[src/rtl/sprite_pkg.sv]
// rtl/sprite_pkg.sv - keycodes, direction and motion-state types for the sprite mover
package sprite_pkg;

  localparam logic [7:0] KEY_W     = 8'h1A;
  localparam logic [7:0] KEY_A     = 8'h04;
  localparam logic [7:0] KEY_S     = 8'h16;
  localparam logic [7:0] KEY_D     = 8'h07;
  localparam logic [7:0] KEY_SPACE = 8'h2C;

  typedef enum logic [2:0] {
    DIR_NONE,
    DIR_UP,
    DIR_DOWN,
    DIR_LEFT,
    DIR_RIGHT
  } dir_t;

  typedef enum logic [1:0] {
    IDLE,
    MOVING,
    PAUSED
  } motion_state_t;

  // Map a keycode to the direction it steers; anything else is DIR_NONE.
  function automatic dir_t key_to_dir(input logic [7:0] key);
    case (key)
      KEY_W:   key_to_dir = DIR_UP;
      KEY_S:   key_to_dir = DIR_DOWN;
      KEY_A:   key_to_dir = DIR_LEFT;
      KEY_D:   key_to_dir = DIR_RIGHT;
      default: key_to_dir = DIR_NONE;
    endcase
  endfunction

  // Opposite direction on the same axis, used when an edge reflects the sprite.
  function automatic dir_t reverse_dir(input dir_t d);
    case (d)
      DIR_UP:    reverse_dir = DIR_DOWN;
      DIR_DOWN:  reverse_dir = DIR_UP;
      DIR_LEFT:  reverse_dir = DIR_RIGHT;
      DIR_RIGHT: reverse_dir = DIR_LEFT;
      default:   reverse_dir = DIR_NONE;
    endcase
  endfunction

endpackage

[src/rtl/sprite_motion_axis_step.sv]
// rtl/sprite_motion_axis_step.sv - one-axis position advance with clamp and reflect
module axis_step #(
  parameter int COORD_W = 10,
  parameter int MIN     = 0,
  parameter int MAX     = 639,
  parameter int SIZE    = 4
) (
  input  logic        [COORD_W-1:0] pos,
  input  logic signed [COORD_W-1:0] vel,
  output logic        [COORD_W-1:0] next_pos,
  output logic                      reflect
);

  // One extra bit so a step past zero or past the top stays comparable as signed.
  localparam logic signed [COORD_W:0] HI = (COORD_W+1)'(MAX - SIZE);
  localparam logic signed [COORD_W:0] LO = (COORD_W+1)'(MIN + SIZE);

  logic signed [COORD_W:0] cand;

  // Candidate position, then clamp to the inner edge and flag a reflection.
  always_comb begin
    cand     = signed'({1'b0, pos}) + signed'({vel[COORD_W-1], vel});
    next_pos = cand[COORD_W-1:0];
    reflect  = 1'b0;
    if (cand > HI) begin
      next_pos = HI[COORD_W-1:0];
      reflect  = 1'b1;
    end else if (cand < LO) begin
      next_pos = LO[COORD_W-1:0];
      reflect  = 1'b1;
    end
  end

endmodule

[src/rtl/sprite_motion.sv]
// rtl/sprite_motion.sv - keyboard-steered sprite mover with speed ramp, pause and edge reflect
module sprite_motion
  import sprite_pkg::*;
#(
  parameter int COORD_W     = 10,
  parameter int X_CENTER    = 320,
  parameter int Y_CENTER    = 240,
  parameter int X_MIN       = 0,
  parameter int X_MAX       = 639,
  parameter int Y_MIN       = 0,
  parameter int Y_MAX       = 479,
  parameter int SIZE        = 4,
  parameter int STEP_MIN    = 1,
  parameter int STEP_MAX    = 4,
  parameter int RAMP_FRAMES = 8
) (
  input  logic               Reset,
  input  logic               frame_clk,
  input  logic [7:0]         keycode,
  output logic [COORD_W-1:0] SpriteX,
  output logic [COORD_W-1:0] SpriteY,
  output logic [COORD_W-1:0] SpriteS,
  output logic [COORD_W-1:0] VelX,
  output logic [COORD_W-1:0] VelY,
  output logic               Moving,
  output logic               Paused,
  output logic               Bounce
);

  localparam int CNT_W = (RAMP_FRAMES > 1) ? $clog2(RAMP_FRAMES) : 1;

  motion_state_t state_q, next_state, resume_q, resume_d;
  dir_t          dir_q, dir_k, dir_d, key_dir;
  logic [COORD_W-1:0] speed_q, speed_d;
  logic [CNT_W-1:0]   cnt_q, cnt_d;
  logic [7:0]         key_q;
  logic [COORD_W-1:0] pos_x_q, pos_y_q, pos_x_d, pos_y_d;
  logic signed [COORD_W-1:0] vel_x, vel_y, vel_x_q, vel_y_q;
  logic key_edge, space_edge, move, reflect_x, reflect_y, bounce_q;

  assign key_edge   = (keycode != key_q);
  assign space_edge = (keycode == KEY_SPACE) && (key_q != KEY_SPACE);
  assign key_dir    = key_to_dir(keycode);

  // State register plus all motion state; reset is asynchronous so a mid-frame reset lands at once.
  always_ff @(posedge frame_clk or posedge Reset) begin
    if (Reset) begin
      state_q  <= IDLE;
      resume_q <= IDLE;
      dir_q    <= DIR_NONE;
      speed_q  <= COORD_W'(STEP_MIN);
      cnt_q    <= '0;
      key_q    <= 8'h00;
      pos_x_q  <= COORD_W'(X_CENTER);
      pos_y_q  <= COORD_W'(Y_CENTER);
      vel_x_q  <= '0;
      vel_y_q  <= '0;
      bounce_q <= 1'b0;
    end else begin
      state_q  <= next_state;
      resume_q <= resume_d;
      dir_q    <= dir_d;
      speed_q  <= speed_d;
      cnt_q    <= cnt_d;
      key_q    <= keycode;
      pos_x_q  <= pos_x_d;
      pos_y_q  <= pos_y_d;
      vel_x_q  <= vel_x;
      vel_y_q  <= vel_y;
      bounce_q <= reflect_x | reflect_y;
    end
  end

  // Key processing and next state: pause toggle first, then direction edge, then speed ramp.
  always_comb begin
    next_state = state_q;
    resume_d   = resume_q;
    dir_k      = dir_q;
    speed_d    = speed_q;
    cnt_d      = cnt_q;
    move       = 1'b0;
    case (state_q)
      IDLE, MOVING: begin
        if (space_edge) begin
          next_state = PAUSED;
          resume_d   = state_q;
        end else begin
          if (key_edge && key_dir != DIR_NONE) begin
            dir_k      = key_dir;
            speed_d    = COORD_W'(STEP_MIN);
            cnt_d      = '0;
            next_state = MOVING;
          end else if (state_q == MOVING) begin
            if (!key_edge && key_dir == dir_q) begin
              if (cnt_q == CNT_W'(RAMP_FRAMES - 1)) begin
                cnt_d = '0;
                if (speed_q < COORD_W'(STEP_MAX)) speed_d = speed_q + 1'b1;
              end else begin
                cnt_d = cnt_q + 1'b1;
              end
            end else begin
              cnt_d = '0;
            end
          end
          move = (next_state == MOVING);
        end
      end
      PAUSED: begin
        if (space_edge) begin
          next_state = resume_q;
          move       = (resume_q == MOVING);
        end
      end
      default: next_state = IDLE;
    endcase
  end

  // Velocity for this frame from the post-key direction and speed; zero when not moving.
  always_comb begin
    vel_x = '0;
    vel_y = '0;
    if (move) begin
      case (dir_k)
        DIR_RIGHT: vel_x = speed_d;
        DIR_LEFT:  vel_x = -speed_d;
        DIR_DOWN:  vel_y = speed_d;
        DIR_UP:    vel_y = -speed_d;
        default:   ;
      endcase
    end
  end

  axis_step #(.COORD_W(COORD_W), .MIN(X_MIN), .MAX(X_MAX), .SIZE(SIZE)) u_axis_x (
    .pos      (pos_x_q),
    .vel      (vel_x),
    .next_pos (pos_x_d),
    .reflect  (reflect_x)
  );

  axis_step #(.COORD_W(COORD_W), .MIN(Y_MIN), .MAX(Y_MAX), .SIZE(SIZE)) u_axis_y (
    .pos      (pos_y_q),
    .vel      (vel_y),
    .next_pos (pos_y_d),
    .reflect  (reflect_y)
  );

  // A reflection flips the sign of travel after the key has already chosen the direction.
  always_comb begin
    dir_d = dir_k;
    if (reflect_x || reflect_y) dir_d = reverse_dir(dir_k);
  end

  assign SpriteX = pos_x_q;
  assign SpriteY = pos_y_q;
  assign SpriteS = COORD_W'(SIZE);
  assign VelX    = vel_x_q;
  assign VelY    = vel_y_q;
  assign Moving  = (state_q == MOVING);
  assign Paused  = (state_q == PAUSED);
  assign Bounce  = bounce_q;

endmodule

[config.mk]
export PLATFORM = sky130hd
export DESIGN_NAME = sprite_motion
export DESIGN_NICKNAME = d
export VERILOG_FILES = /design/src/rtl/sprite_pkg.sv /design/src/rtl/sprite_motion_axis_step.sv /design/src/rtl/sprite_motion.sv
export SDC_FILE = /design/constraint.sdc
export NUM_CORES = 1
export LEC_CHECK = 0
export BUFFER_PORTS_ARGS = -buffer_cell sky130_fd_sc_hd__buf_2
export CAP_MARGIN = 0
export CELL_PAD_IN_SITES_DETAIL_PLACEMENT = 0
export CELL_PAD_IN_SITES_GLOBAL_PLACEMENT = 1
export CORE_ASPECT_RATIO = 1.75
export CORE_MARGIN = 10
export CORE_UTILIZATION = 45
export DETAILED_ROUTE_END_ITERATION = 16
export PLACE_DENSITY_LB_ADDON = 0.1
export SETUP_SLACK_MARGIN = 0.4
export SYNTH_ARGS = -nofsm -noshare
export SYNTH_HDL_FRONTEND = slang
export SYNTH_HIERARCHICAL = 1
export SYNTH_SLANG_ARGS = --single-unit
[constraint.sdc]
create_clock -name frame_clk -period 7.8 [get_ports frame_clk]
set_clock_uncertainty 0.15 [all_clocks]
set_input_delay 0.78 -clock frame_clk [delete_from_list [all_inputs] [get_ports frame_clk]]
set_output_delay 0.78 -clock frame_clk [all_outputs]
set_load 0.005 [all_outputs]
Word level (Yosys, flattened, before mapping)
Cells that the tools add are included.
{"block": "op_classes", "addsub": 5, "magnitude_cmp": 5, "eq_ne": 18, "n_mux": 38, "bitwise_logic": 2, "reduce_logical": 11}
{"cell": "two-way mux 10 bit", "n": 13}
{"cell": "one-hot mux 10 bit (2 select lines)", "n": 2}
{"cell": "two-way mux 3 bit", "n": 8}
{"cell": "one-hot mux 3 bit (4 select lines)", "n": 2}
{"cell": "adder 11 x 10 -> 11 bit", "n": 2}
{"cell": "< comparator 11 x 4 -> 1 bit (second input constant)", "n": 2}
{"cell": "== test 8 x 3 -> 1 bit (second input constant)", "n": 2}
{"cell": "== test 8 x 5 -> 1 bit (second input constant)", "n": 2}
{"cell": "> comparator 11 x 10 -> 1 bit (second input constant)", "n": 1}
{"cell": "> comparator 11 bit (second input constant)", "n": 1}
{"cell": "adder 10 x 1 -> 10 bit (second input constant)", "n": 1}
{"cell": "< comparator 10 x 3 -> 1 bit (second input constant)", "n": 1}
{"cell": "two-way mux 2 bit", "n": 5}
{"cell": "negator 10 bit", "n": 1}
{"cell": "== test 8 x 6 -> 1 bit (second input constant)", "n": 1}
{"cell": "!= test 8 x 6 -> 1 bit (second input constant)", "n": 1}
{"cell": "!= test 8 bit", "n": 1}
{"cell": "== test 2 x 1 -> 1 bit (second input constant)", "n": 3}
{"cell": "== test 3 x 2 -> 1 bit (second input constant)", "n": 2}
{"cell": "== test 3 bit (second input constant)", "n": 2}
{"cell": "two-way mux 1 bit", "n": 6}
{"cell": "one-hot mux 2 bit (2 select lines)", "n": 1}
{"cell": "adder 3 x 1 -> 3 bit (second input constant)", "n": 1}
{"cell": "== test 3 x 1 -> 1 bit (second input constant)", "n": 1}
{"cell": "15 further kinds", "n": 17}
{"block": "totals", "register_bits": 69, "inputBits": 10}

Depth between registers and ports, before layout
Gate-level depths: netlist of run 1.
{"block": "depth", "word_depth": 18, "depth_mapped": 29}

Hierarchy
Netlist of run 1, hierarchy kept.
{"mod": "sprite_motion", "n_inst": 1, "cells_per_inst": 303, "area_each_um2": 3284.4, "seq_area_each_um2": 1735.4}
{"mod": "axis_step at u_axis_x", "n_inst": 1, "cells_per_inst": 107, "area_each_um2": 779.5, "seq_area_each_um2": 0.0}
{"mod": "axis_step at u_axis_y", "n_inst": 1, "cells_per_inst": 104, "area_each_um2": 735.7, "seq_area_each_um2": 0.0}

Least setup slack after synthesis of run 1
Ideal clock, no wire load.
{"block": "synth_timing", "kind": "input to register", "from": "input keycode[3]", "to": "register dir_q[1]", "arrival_time_ns": 6.148, "setup_slack_ns": 1.376, "cell_stages": 26, "n_path_buf": 2, "path_cell_list": "clkbuf_2 > or4b_4 > a21oi_2 > xor2_1 > nor4_4 > mux2_2 > and2_1 > inv_1 > ha_1 > clkbuf_1 > nor2_1 > a221oi_1 > a211oi_1 > ha_1 > inv_1 > o21bai_2 > o211a_1 > a211oi_1 > nor4_1 > or3b_1 > nor2_1 > inv_1 > o211ai_1 > o21ai_0 > nor2_1 > a21oi_1"}
{"block": "synth_via", "elab_chain_len": 18, "elab_cells_between_ends": 50, "cone_classes": "3 x add/sub; 4 x order compare; 12 x eq/ne; 25 x mux; 6 x reduce/logical"}
{"element": "start, declared", "line": "sprite_motion.sv:19", "rtl": "input logic [7:0] keycode,"}
{"element": "== test 8 x 3 -> 1 bit or == test 8 x 5 -> 1 bit (tied branches)", "line": "sprite_pkg.sv:26", "rtl": "case (key)"}
{"element": "one-hot mux 3 bit (4 select lines)", "line": "sprite_pkg.sv:26"}
{"element": "== test 3 bit", "line": "sprite_motion.sv:94", "rtl": "if (!key_edge && key_dir == dir_q) begin"}
{"element": "logical AND 1 bit", "line": "sprite_motion.sv:94"}
{"element": "two-way mux 10 bit", "line": "sprite_motion.sv:94"}
{"element": "two-way mux 10 bit", "line": "sprite_motion.sv:93", "rtl": "end else if (state_q == MOVING) begin"}
{"element": "two-way mux 10 bit", "line": "sprite_motion.sv:88", "rtl": "if (key_edge && key_dir != DIR_NONE) begin"}
{"element": "two-way mux 10 bit *", "line": "sprite_motion.sv:84", "rtl": "if (space_edge) begin"}
{"element": "[1 not listed]"}
{"element": "named net speed_d[1]", "line": "sprite_motion.sv:34", "rtl": "logic [COORD_W-1:0] speed_q, speed_d;"}
{"element": "[3 not listed]"}
{"element": "named net vel_y[4]", "line": "sprite_motion.sv:38", "rtl": "logic signed [COORD_W-1:0] vel_x, vel_y, vel_x_q, vel_y_q;"}
{"element": "adder 11 x 10 -> 11 bit *", "line": "sprite_motion_axis_step.sv:22", "rtl": "cand = signed'({1'b0, pos}) + signed'({vel[COORD_W-1], vel});"}
{"element": "< comparator 11 x 4 -> 1 bit", "line": "sprite_motion_axis_step.sv:28", "rtl": "end else if (cand < LO) begin"}
{"element": "two-way mux 1 bit", "line": "sprite_motion_axis_step.sv:28"}
{"element": "two-way mux 1 bit *", "line": "sprite_motion_axis_step.sv:25", "rtl": "if (cand > HI) begin"}
{"element": "named net reflect_y", "line": "sprite_motion.sv:39", "rtl": "logic key_edge, space_edge, move, reflect_x, reflect_y, bounce_q;"}
{"element": "logical OR 1 bit *", "line": "sprite_motion.sv:150", "rtl": "if (reflect_x || reflect_y) dir_d = reverse_dir(dir_k);"}
{"element": "two-way mux 3 bit *", "line": "sprite_motion.sv:150"}
{"element": "named net dir_d[1]", "line": "sprite_motion.sv:33", "rtl": "dir_t dir_q, dir_k, dir_d, key_dir;"}
{"element": "end signal, assigned", "line": "sprite_motion.sv:62", "rtl": "dir_q <= dir_d;"}
{"element": "end, declared", "line": "sprite_motion.sv:33"}
The timed path passes the listed nets; every way through them passes the cells marked *. The select of a mux whose other input is x is not followed.
A chain may end at the register's enable or synchronous reset.

Final worst setup path of run 1
{"block": "layout_timing", "from": "input keycode[0]", "to": "register dir_q[0]"}
The elaborated chain is that of the path after synthesis.

==> run_results.csv, run 1 <==
group,metric,value,unit
floorplan,die-height,157,µm
final_layout,final_cell_mix,"dfrtp_1 (62), buf_2 (52), nor2_1 (43)",
final_layout,drive_above_1_share,0.221,
cts,cts-buffers-inserted,9,
cts,cts_root_buf,"clkbuf_16",
routing,wl_per_cell,19.1,µm
critical_path,max_stage_delay,0.58,ns
power_and_ir_drop,vdd_drop_max,163,µV
logic_synthesis,syn_inst,514,
floorplan,die-area,15400,µm²
logic_synthesis,syn_area,4800,µm²
min_path,min_path_type,"reg -> reg",
critical_path,worstPathCellList,"buf_2 -> or4_4 -> o31ai_1 -> nand4_2 -> nor4_4 -> mux2_2 -> and2_1 -> inv_1 -> ha_1 -> nor2_1 -> a221oi_1 -> a211oi_1 -> ha_1 -> inv_1 -> o21bai_2 -> o211a_1 -> a211oi_1 -> nor4_1 -> or3b_1 -> nor2_1 -> buf_4 -> nor3_1 -> a211oi_1 -> a21oi_1",
timing,maxSlewHeadroom,0.410,
global_routing,grt_max_degree,70,
critical_path,crit_path_end_kind,"flip-flop",
timing,fmax,0.145,GHz
power_and_ir_drop,p_per_area,350,nW/µm²
timing,finalSetupViolations,0,
critical_path,path_max_fanout,10,
critical_path,required,7.85,ns
cts,clk_latency,0.33,ns
flow_run,max-cap-violations,0,
routing,vias,4064,
cts,h-tree-depth,3,
routing,drc,0,
logic_synthesis,avgSynthCellArea,9.34,µm²
floorplan,floorplan.rows,49,
routing,vias_per_cell,5.79,
cts,clkTransAtPathRegs,0.05,ns
timing,fin_crit,6.88,ns
cts,clock_sinks,69,
logic_synthesis,synthDistinctLibCells,85,
floorplan,initial_utilization,0.463,
critical_path,worst-path-buf-inv,4,
routing,drt_iter0_markers,258,
timing,min_period_over_period,0.882,
global_routing,grt_first_pass_wirelength,21.8,mm
cts,holdBufCountCts,0,
critical_path,worstSetupPathType,"in -> reg",
final_layout,utilization,0.535,
critical_path,path_delay_family,"simple AND/OR/NAND/NOR gates",
critical_path,start_kind,"input port",
final_layout,final_common_cell,"dfrtp_1",
routing,ant_nets,0,
placed_design,placed_cells,686,
timing,tightestPinTransition,0.884,ns
final_layout,syn_to_final_growth,15.5,%
logic_synthesis,synth_warnings,6,
global_routing,antenna_found_initial,0,
placed_design,dpl.hpwl,10.5,mm
timing,drv_slew,0,
final_layout,diodes,0,
logic_synthesis,synth_edf_count,0,
logic_synthesis,yosys_most_used_dff,"dfrtp_1",
routing,wl,13.4,mm
floorplan,die_x,98.1,µm
global_routing,grt-ovfl-total,0,
critical_path,crit_top_cell,"a211oi_1",
timing,whs,0.361,ns
logic_synthesis,yosys.area.top_type,"dfrtp_1",
logic_synthesis,synth_top_area_share,0.323,
timing,setup_tns,0,ns
timing,hold_violations,0,
timing,grt_setup_unrepaired,"false",
outcome,status,"finished clean",
logic_synthesis,synth_area_leaders,"dfrtp_1 (32%), ha_1 (6.3%), dfstp_2 (3.8%)",
cts,max-clock-path-buffers,2,
critical_path,slowest_stage,"a211oi_1",
power_and_ir_drop,p_leak,2.63,nW
placed_design,gp_congestion,0.896,
floorplan,ios,63,
routing,drt_pre_antenna_iters,4,
cts,cts_tree,"yes",
logic_synthesis,synth-seq-cells,69,
logic_synthesis,synth_async_sr_flop_share,1.00,
final_layout,final_nets,606,
critical_path,critPathArrivalTime,6.93,ns
global_routing,grt_usage,0.175,
global_routing,grt_pass1_vias,4225,
final_layout,instances_no_fill,702,
placed_design,io_buffer_count,52,
logic_synthesis,synth_seq_area_share,0.362,
floorplan,core_area,10400,µm²
## Yosys cell counts (8+ instances only)
library cell and number:
and2_1 13, nand2b_1 9, ha_1 24, a21o_1 9, xor2_1 15, buf_4 11, nor3_1 13, a21oi_1 36
inv_1 32, a31oi_1 9, xnor2_1 8, nand2_1 30, nor4_1 8, a211oi_1 16, nor2_1 43, o21ai_0 16
dfrtp_1 62, nand3_1 10, clkbuf_1 8
## flip-flops by register name (all words and copies together) (netlist names)
register and flops:
dir_q 3, cnt_q 3, SpriteX 10, speed_q 10
VelY 10, Bounce 1, SpriteY 10, resume_q 2
VelX 10, key_q 8, state_q 2
## report_power, final
part | leakage [nW] | switching [mW] | total [mW] | internal, mW
logic | 1.59 | 0.569 | 0.951 | 0.381
registers | 0.866 | 0.0559 | 0.504 | 0.448
clock network | 0.172 | 0.156 | 0.486 | 0.330
total | 2.63 | 0.781 | 1.94 | 1.16
## layout make-up
type,count,area [µm²]
well taps,127,159
multi-input cells,394,2820
fillers,993,4820
inverters,32,120
flip-flops and latches,69,1740
clock buffers,11,253
clock inverters,5,106
repair buffers,64,350
## worst paths after layout
kind	from	endpoint	slack, ns	cells past startpoint
max	keycode[0]	dir_q[0]$_DFF_PP0_	0.92	24
min	resume_q[1]$_DFFE_PP0P_	resume_q[1]$_DFFE_PP0P_	0.36	2
max reg2reg	speed_q[4]$_DFF_PP0_	dir_q[0]$_DFF_PP0_	1.07	23
min reg2reg	resume_q[1]$_DFFE_PP0P_	resume_q[1]$_DFFE_PP0P_	0.36	2
max in group asynchronous	Reset	VelY[8]$_DFF_PP0_	6.36	3
min in group asynchronous	Reset	key_q[3]$_DFF_PP0_	0.56	3
## cells by family after synthesis
group / count (synthesis) / synth area share
flops: 69 / 0.362
xor+xnor: 25 / 0.0487
other cells: 3 / 0.00235
simple gates: 172 / 0.200
buf+inv: 59 / 0.0581
compound gates: 150 / 0.235
fa+ha+maj: 26 / 0.0709
mux: 10 / 0.0232
## what timing repair did
item / in CTS / in global routing
setup buffers: 0 / 0
endpoints found under the hold margin: 0 / 0
setup endpoints to repair: 0 / 1
gates resized for setup: 0 / 1
## through the flow
step | total power [mW] | instance area [µm²] | setup slack (ns)
finish | 1.94 | 5550 | 0.921
global route | 2.09 | 5550 | 0.417
CTS | 1.95 | 5540 | 0.969
detailed placement | 1.46 | 5180 | 0.646
global placement | 1.45 | 5180 | 0.667
floorplan | 1.18 | 4830 | 1.38
## per-layer routing
layer / up-vias / global-route usage / wire [µm]
met5: - / 0 / 0
met1: 1969 / 0.184 / 5170
li1: 1973 / - / -
met4: 0 / 0.0814 / 403
met3: 24 / 0.0348 / 534
met2: 98 / 0.324 / 7310
## worst register-to-register path: cells and delay by family, from the launching register on
| family | cells | cell delay (ns) |
|---|---|---|
| compound gates | 7 | 1.71 |
| fa+ha+maj | 2 | 0.72 |
| buf+inv | 3 | 0.41 |
| flops | 1 | 0.45 |
| mux | 1 | 0.40 |
| simple gates | 10 | 2.74 |
(Power assumes the default switching activity.)
==> run 2, diff against run 1 <==
Settings changed: CORE_UTILIZATION 45 to 44, SYNTH_HIERARCHICAL 1 to unset.
==> run_results.csv, run 2 <==
group,metric,value,unit
cts,cts_tree,"yes",
logic_synthesis,synth_area_leaders,"dfrtp_1 (36%), ha_1 (7.0%), xnor2_1 (4.9%)",
global_routing,grt_max_degree,70,
critical_path,required,7.84,ns
timing,fmax,0.149,GHz
cts,cts-buffers-inserted,9,
timing,tightestPinTransition,0.880,ns
final_layout,multi_input_area,2360,µm²
routing,drc,0,
floorplan,die_x,94.4,µm
critical_path,critPathArrivalTime,6.76,ns
routing,drt_pre_antenna_iters,4,
global_routing,grt_usage,0.164,
placed_design,place_area,4610,µm²
global_routing,grt_pass1_vias,3589,
global_routing,grt-ovfl-total,0,
logic_synthesis,synth_compound_area_frac,0.164,
routing,ant_nets,0,
critical_path,path_delay_family,"simple AND/OR/NAND/NOR gates",
final_layout,drive_above_1_share,0.207,
final_layout,final_common_cell,"dfrtp_1",
logic_synthesis,syn_inst,445,
critical_path,max_stage_delay,0.89,ns
cts,post_cts_buffers,0,
timing,hold_violations,0,
logic_synthesis,yosys.area.top_type,"dfrtp_1",
global_routing,gr-usage-met2,0.299,
logic_synthesis,synthAdderAreaFrac,0.0799,
timing,min_period_over_period,0.861,
final_layout,fin_area,4940,µm²
placed_design,io_buffer_count,52,
flow_run,max-cap-violations,0,
logic_synthesis,syn_area,4260,µm²
logic_synthesis,synth_async_sr_flop_share,1.00,
floorplan,initial_utilization,0.450,
floorplan,floorplan.rows,47,
critical_path,worstSetupPathType,"in -> reg",
final_layout,syn_to_final_growth,15.9,%
logic_synthesis,synth-seq-cells,69,
cts,clock_sinks,69,
logic_synthesis,synthDistinctLibCells,68,
cts,clk_latency,0.33,ns
cts,holdBufCountCts,0,
placed_design,gp_congestion,0.862,
logic_synthesis,synthSimpleGateAreaFrac,0.201,
timing,fin_crit,6.72,ns
final_layout,diodes,0,
logic_synthesis,synth_edf_count,0,
global_routing,grt_busiest_layer,"met2",
timing,setup_tns,0,ns
routing,wl,11.1,mm
cts,cts_resized,0,
logic_synthesis,synth_warnings,0,
floorplan,die-area,14200,µm²
timing,finalSetupViolations,0,
floorplan,die-height,150,µm
placed_design,dpl.hpwl,8.67,mm
critical_path,path_max_fanout,21,
floorplan,core_area,9470,µm²
logic_synthesis,synth_common_cells,"dfrtp_1 (62), nor2_1 (51), a21oi_1 (25)",
critical_path,crit_path_end_kind,"flip-flop",
global_routing,met1_usage,0.164,
routing,vias,3390,
logic_synthesis,yosys_most_used_dff,"dfrtp_1",
logic_synthesis,synth_top_family_by_area,"simple AND/OR/NAND/NOR gates",
logic_synthesis,synth-xor-area-share,0.0634,
critical_path,worst-path-buf-inv,3,
outcome,status,"finished clean",
power_and_ir_drop,p_per_area,274,nW/µm²
critical_path,start_kind,"input port",
cts,h-tree-depth,3,
timing,maxSlewHeadroom,0.414,
global_routing,grtUsageMet3,0.0304,
timing,drv_slew,0,
final_layout,seq_area,1740,µm²
global_routing,antenna_found_initial,0,
logic_synthesis,avgSynthCellArea,9.57,µm²
routing,wl_per_cell,17.8,µm
routing,drt_iter0_markers,117,
cts,max-clock-path-buffers,2,
final_layout,final_nets,533,
final_layout,utilization,0.521,
power_and_ir_drop,vdd_drop_max,192,µV
global_routing,grt_first_pass_wirelength,18.0,mm
final_layout,fillerInstances,904,
critical_path,slowest_stage,"or4_1",
final_layout,final_cell_mix,"dfrtp_1 (62), buf_2 (52), nor2_1 (51)",
logic_synthesis,synth_mux_area_frac,0.0349,
min_path,min_path_type,"reg -> reg",
floorplan,ios,63,
logic_synthesis,yosysMostFrequentCell,"dfrtp_1",
cts,cts_root_buf,"clkbuf_16",
routing,vias_per_cell,5.43,
timing,grt_setup_unrepaired,"false",
logic_synthesis,synth_seq_area_share,0.407,
logic_synthesis,synth_top_area_share,0.364,
power_and_ir_drop,p_leak,2.43,nW
cts,clkTransAtPathRegs,0.05,ns
critical_path,worstPathCellList,"buf_2 -> or4b_4 -> nor2_1 -> a21oi_1 -> or4_1 -> o31ai_2 -> nor2_1 -> nor3_1 -> ha_1 -> inv_1 -> fa_1 -> nor2b_1 -> o21ai_0 -> a21o_1 -> a21oi_1 -> xnor2_1 -> o211a_1 -> a211oi_1 -> buf_4 -> nand2_1 -> nand4bb_1 -> mux2i_1",
==> run 2: cell count changes in the layout (fill, tap and decap cells not counted), moves of 8 or more <==
cell and change:
a22oi_1 +9, nor2_1 +8, xnor2_1 +16, a21oi_1 -11, a211oi_1 -12, xor2_1 -10, inv_1 -14
==> run 2: final cells by class <==
class / count / share of cell area
clock inverter: 4 / 0.0142
tap: 122 / 0.0309
inverter: 18 / 0.0137
clock buffer: 12 / 0.0520
timing repair buffer: 57 / 0.0603
sequential: 69 / 0.351
multi-input combinational: 342 / 0.477
==> run 2: routing by layer <==
metal | routed length [µm] | vias to the layer above
met5 | 0 | -
met4 | 459 | 0
met2 | 6080 | 62
li1 | - | 1667
met1 | 4170 | 1636
met3 | 411 | 25
==> run 2: power by group <==
part	total [mW]	internal [mW]	switching, mW
sequential	0.451	0.416	0.0347
combinational	0.456	0.189	0.267
clock	0.444	0.296	0.148
total	1.35	0.902	0.450
==> run 2: logic make-up after synthesis <==
family | count (synthesis)
AND/OR/NAND/NOR | 161
AO/OA/AOI/OAI | 100
flip-flops | 69
buffers and inverters | 43
XOR/XNOR | 30
adder cells (fa/ha/maj) | 26
multiplexers | 14
other | 2
==> run 2: final timing paths <==
path / end / cells after the start / slack (ns) / startpoint
worst max register to register: dir_q[2]$_DFF_PP0_ / 22 / 1.57 / speed_q[6]$_DFF_PP0_
worst min register to register: cnt_q[1]$_DFFE_PP0P_ / 2 / 0.34 / cnt_q[1]$_DFFE_PP0P_
max in group asynchronous: SpriteX[4]$_DFF_PP0_ / 3 / 6.38 / Reset
worst max-delay path: dir_q[2]$_DFF_PP0_ / 22 / 1.08 / keycode[4]
min in group asynchronous: key_q[3]$_DFF_PP0_ / 3 / 0.55 / Reset
worst min-delay path: cnt_q[1]$_DFFE_PP0P_ / 2 / 0.34 / cnt_q[1]$_DFFE_PP0P_
==> run 2: worst min-delay path, delay by kind of cell (launching register included) <==
kind	cells	cell delay [ns]
compound gates	1	0.06
flops	1	0.34
simple gates	1	0.05
==> run 2: stage by stage <==
| stage | worst slack (ns) | cells | total power [mW] | hold WS [ns] |
|---|---|---|---|---|
| 3_3_place_gp | 0.767 | 608 | 0.913 | 0.316 |
| 4_1_cts | 1.09 | 624 | 1.37 | 0.342 |
| 5_1_grt | 0.624 | 624 | 1.44 | 0.378 |
| 6_report | 1.08 | 624 | 1.35 | 0.336 |
| 3_5_place_dp | 0.750 | 608 | 0.914 | 0.330 |
| 2_1_floorplan | 1.81 | 454 | 0.780 | 0.304 |
==> run 3, diff against run 2 <==
Settings changed: ABC_AREA set to 1, CORE_UTILIZATION 44 to 43.
==> run_results.csv, run 3 <==
group,metric,value,unit
outcome,status,"finished clean",
logic_synthesis,synth_top_area_share,0.363,
power_and_ir_drop,swShare,0.332,
routing,route.met3.wl,337,µm
cts,clk_latency,0.33,ns
critical_path,worst-path-buf-inv,3,
final_layout,final_nets,612,
floorplan,die_x,95.3,µm
cts,max-clock-path-buffers,2,
routing,drc,0,
timing,whs,0.350,ns
final_layout,syn_to_final_growth,16.1,%
routing,vias,3425,
power_and_ir_drop,seqPwrFrac,0.349,
routing,ant_nets,0,
global_routing,grt_first_pass_wirelength,17.6,mm
global_routing,antenna_found_initial,0,
logic_synthesis,synth_warnings,0,
critical_path,path_max_fanout,12,
final_layout,final_common_cell,"nand2_1",
logic_synthesis,avgSynthCellArea,8.26,µm²
critical_path,required,7.87,ns
global_routing,grt-ovfl-total,0,
routing,route.met2.wl,6.04,mm
timing,fin_crit,5.39,ns
floorplan,ios,63,
power_and_ir_drop,p_clk_frac,0.357,
critical_path,critPathLaunch,"keycode[1]",
routing,wl_per_cell,15.0,µm
cts,cts_tree,"yes",
logic_synthesis,syn_area,4270,µm²
timing,finalSetupViolations,0,
power_and_ir_drop,p_per_area,252,nW/µm²
timing,fmax,0.185,GHz
global_routing,grt_max_degree,70,
routing,wl,10.6,mm
power_and_ir_drop,combinationalPowerShare,0.294,
timing,tightestPinTransition,0.890,ns
placed_design,gp_congestion,0.878,
logic_synthesis,synthDistinctLibCells,45,
power_and_ir_drop,p_switching,0.415,mW
logic_synthesis,yosys.area.top_type,"dfrtp_1",
routing,drt_iter0_markers,83,
critical_path,crit_path_end_kind,"flip-flop",
floorplan,die-height,152,µm
logic_synthesis,yosys_most_used_dff,"dfrtp_1",
logic_synthesis,synth_common_cells,"nand2_1 (120), inv_1 (67), dfrtp_1 (62)",
global_routing,grt_pass1_vias,3630,
cts,cts_root_buf,"clkbuf_16",
final_layout,diodes,0,
cts,clkTransAtPathRegs,0.05,ns
final_layout,instances_no_fill,706,
critical_path,max_stage_delay,0.58,ns
placed_design,dpl.hpwl,8.50,mm
critical_path,path_delay_family,"simple AND/OR/NAND/NOR gates",
power_and_ir_drop,p_leak,2.71,nW
power_and_ir_drop,p_int,0.835,mW
power_and_ir_drop,vdd_drop_max,133,µV
placed_design,placed_cells,690,
routing,wl_met1,3.88,mm
timing,maxSlewHeadroom,0.407,
logic_synthesis,yosysMostFrequentCell,"nand2_1",
cts,post_cts_buffers,0,
cts,cts_resized,0,
timing,setup_tns,0,ns
logic_synthesis,synth_edf_count,0,
critical_path,worstSetupPathType,"in -> reg",
critical_path,critPathArrivalTime,5.47,ns
timing,min_period_over_period,0.692,
floorplan,floorplan.rows,48,
final_layout,final_cell_mix,"nand2_1 (120), inv_1 (66), dfrtp_1 (62)",
logic_synthesis,synth-seq-cells,69,
timing,drv_slew,0,
floorplan,die-area,14500,µm²
critical_path,rr_startpoint,"key_q[0]$_DFF_PP0_",
cts,h-tree-depth,3,
routing,vias_per_cell,4.85,
logic_synthesis,synth_area_leaders,"dfrtp_1 (36%), nand2_1 (11%), ha_1 (7.0%)",
critical_path,start_kind,"input port",
cts,cts-buffers-inserted,9,
logic_synthesis,synth_async_sr_flop_share,1.00,
global_routing,grt_usage,0.155,
timing,hold_violations,0,
logic_synthesis,synth_seq_area_share,0.406,
min_path,hp-start,"cnt_q[1]$_DFFE_PP0P_",
logic_synthesis,syn_inst,517,
power_and_ir_drop,p_total,1.25,mW
floorplan,initial_utilization,0.436,
routing,drt_pre_antenna_iters,4,
floorplan,core_area,9790,µm²
cts,clock_sinks,69,
min_path,min_path_type,"reg -> reg",
final_layout,drive_above_1_share,0.224,
routing,highest_layer,"met4",
flow_run,max-cap-violations,0,
cts,holdBufCountCts,0,
timing,grt_setup_unrepaired,"false",
critical_path,crit_top_cell,"nand2_1",
placed_design,io_buffer_count,52,
critical_path,slowest_stage,"nor2_1",
run 3: cell types whose count changed after synthesis, sizes merged, moves of 10 or more:
cell / before / now
nand2: 23 / 133
nor2: 52 / 42
nand3: 5 / 28
xor2: 5 / 18
xnor2: 25 / 8
inv: 18 / 82
run 3: metal layers:
metal / track usage / vias up
li1: - / 1754
met1: 0.154 / 1606
met2: 0.290 / 44
met3: 0.0306 / 21
met4: 0.0723 / 0
met5: 0 / -
run 3: area by class of cell:
class | count | area (µm²)
fill | 968 | 4830
clock inverter | 4 | 70.1
inverter | 83 | 319
multi-input combinational | 359 | 2140
sequential | 69 | 1740
clock buffer | 12 | 256
timing repair buffer | 54 | 275
tap | 125 | 156
run 3: worst paths after layout:
kind | end | slack (ns) | cells after the start
setup / recovery | dir_q[2]$_DFF_PP0_ | 2.41 | 29
hold / removal | cnt_q[1]$_DFFE_PP0P_ | 0.35 | 2
setup reg to reg | dir_q[2]$_DFF_PP0_ | 2.59 | 28
hold reg to reg | cnt_q[1]$_DFFE_PP0P_ | 0.35 | 2
max in group asynchronous | speed_q[4]$_DFF_PP0_ | 6.36 | 3
min in group asynchronous | key_q[1]$_DFF_PP0_ | 0.57 | 3
run 3: power by group through the flow:
stage	clock network [mW]	registers, mW	logic, mW
finish	0.446	0.437	0.367
global route	0.469	0.443	0.420
CTS	0.456	0.438	0.375
detailed placement	0	0.443	0.373
global placement	0	0.443	0.371
floorplan	0	0.441	0.266
run 3: cells by family (layout without fill, tap and decap cells):
kind of cell | count (synthesis) | after routing | share of synthesized area
buf+inv | 98 | 153 | 0.0993
mux | 1 | 1 | 0.00264
fa+ha+maj | 26 | 26 | 0.0797
flops | 69 | 69 | 0.406
compound gates | 69 | 69 | 0.0955
other cells | 2 | 11 | 0.00176
simple gates | 226 | 226 | 0.261
xor+xnor | 26 | 26 | 0.0533
run 3: metrics by stage:
step	setup WS (ns)	util	area, µm²
detailed placement	2.01	0.473	4630
global route	1.83	0.506	4960
floorplan	3.19	-	4300
CTS	2.34	0.506	4960
finish	2.41	0.506	4960
global placement	2.01	0.473	4630
run 3: worst reg2reg max path: cells and delay by family (launching register included):
kind / cells / cell delay (ns)
AND/OR/NAND/NOR: 16 / 2.26
AO/OA/AOI/OAI: 8 / 1.52
XOR/XNOR: 1 / 0.33
buffers and inverters: 2 / 0.19
adder cells (fa/ha/maj): 1 / 0.26
flip-flops: 1 / 0.39
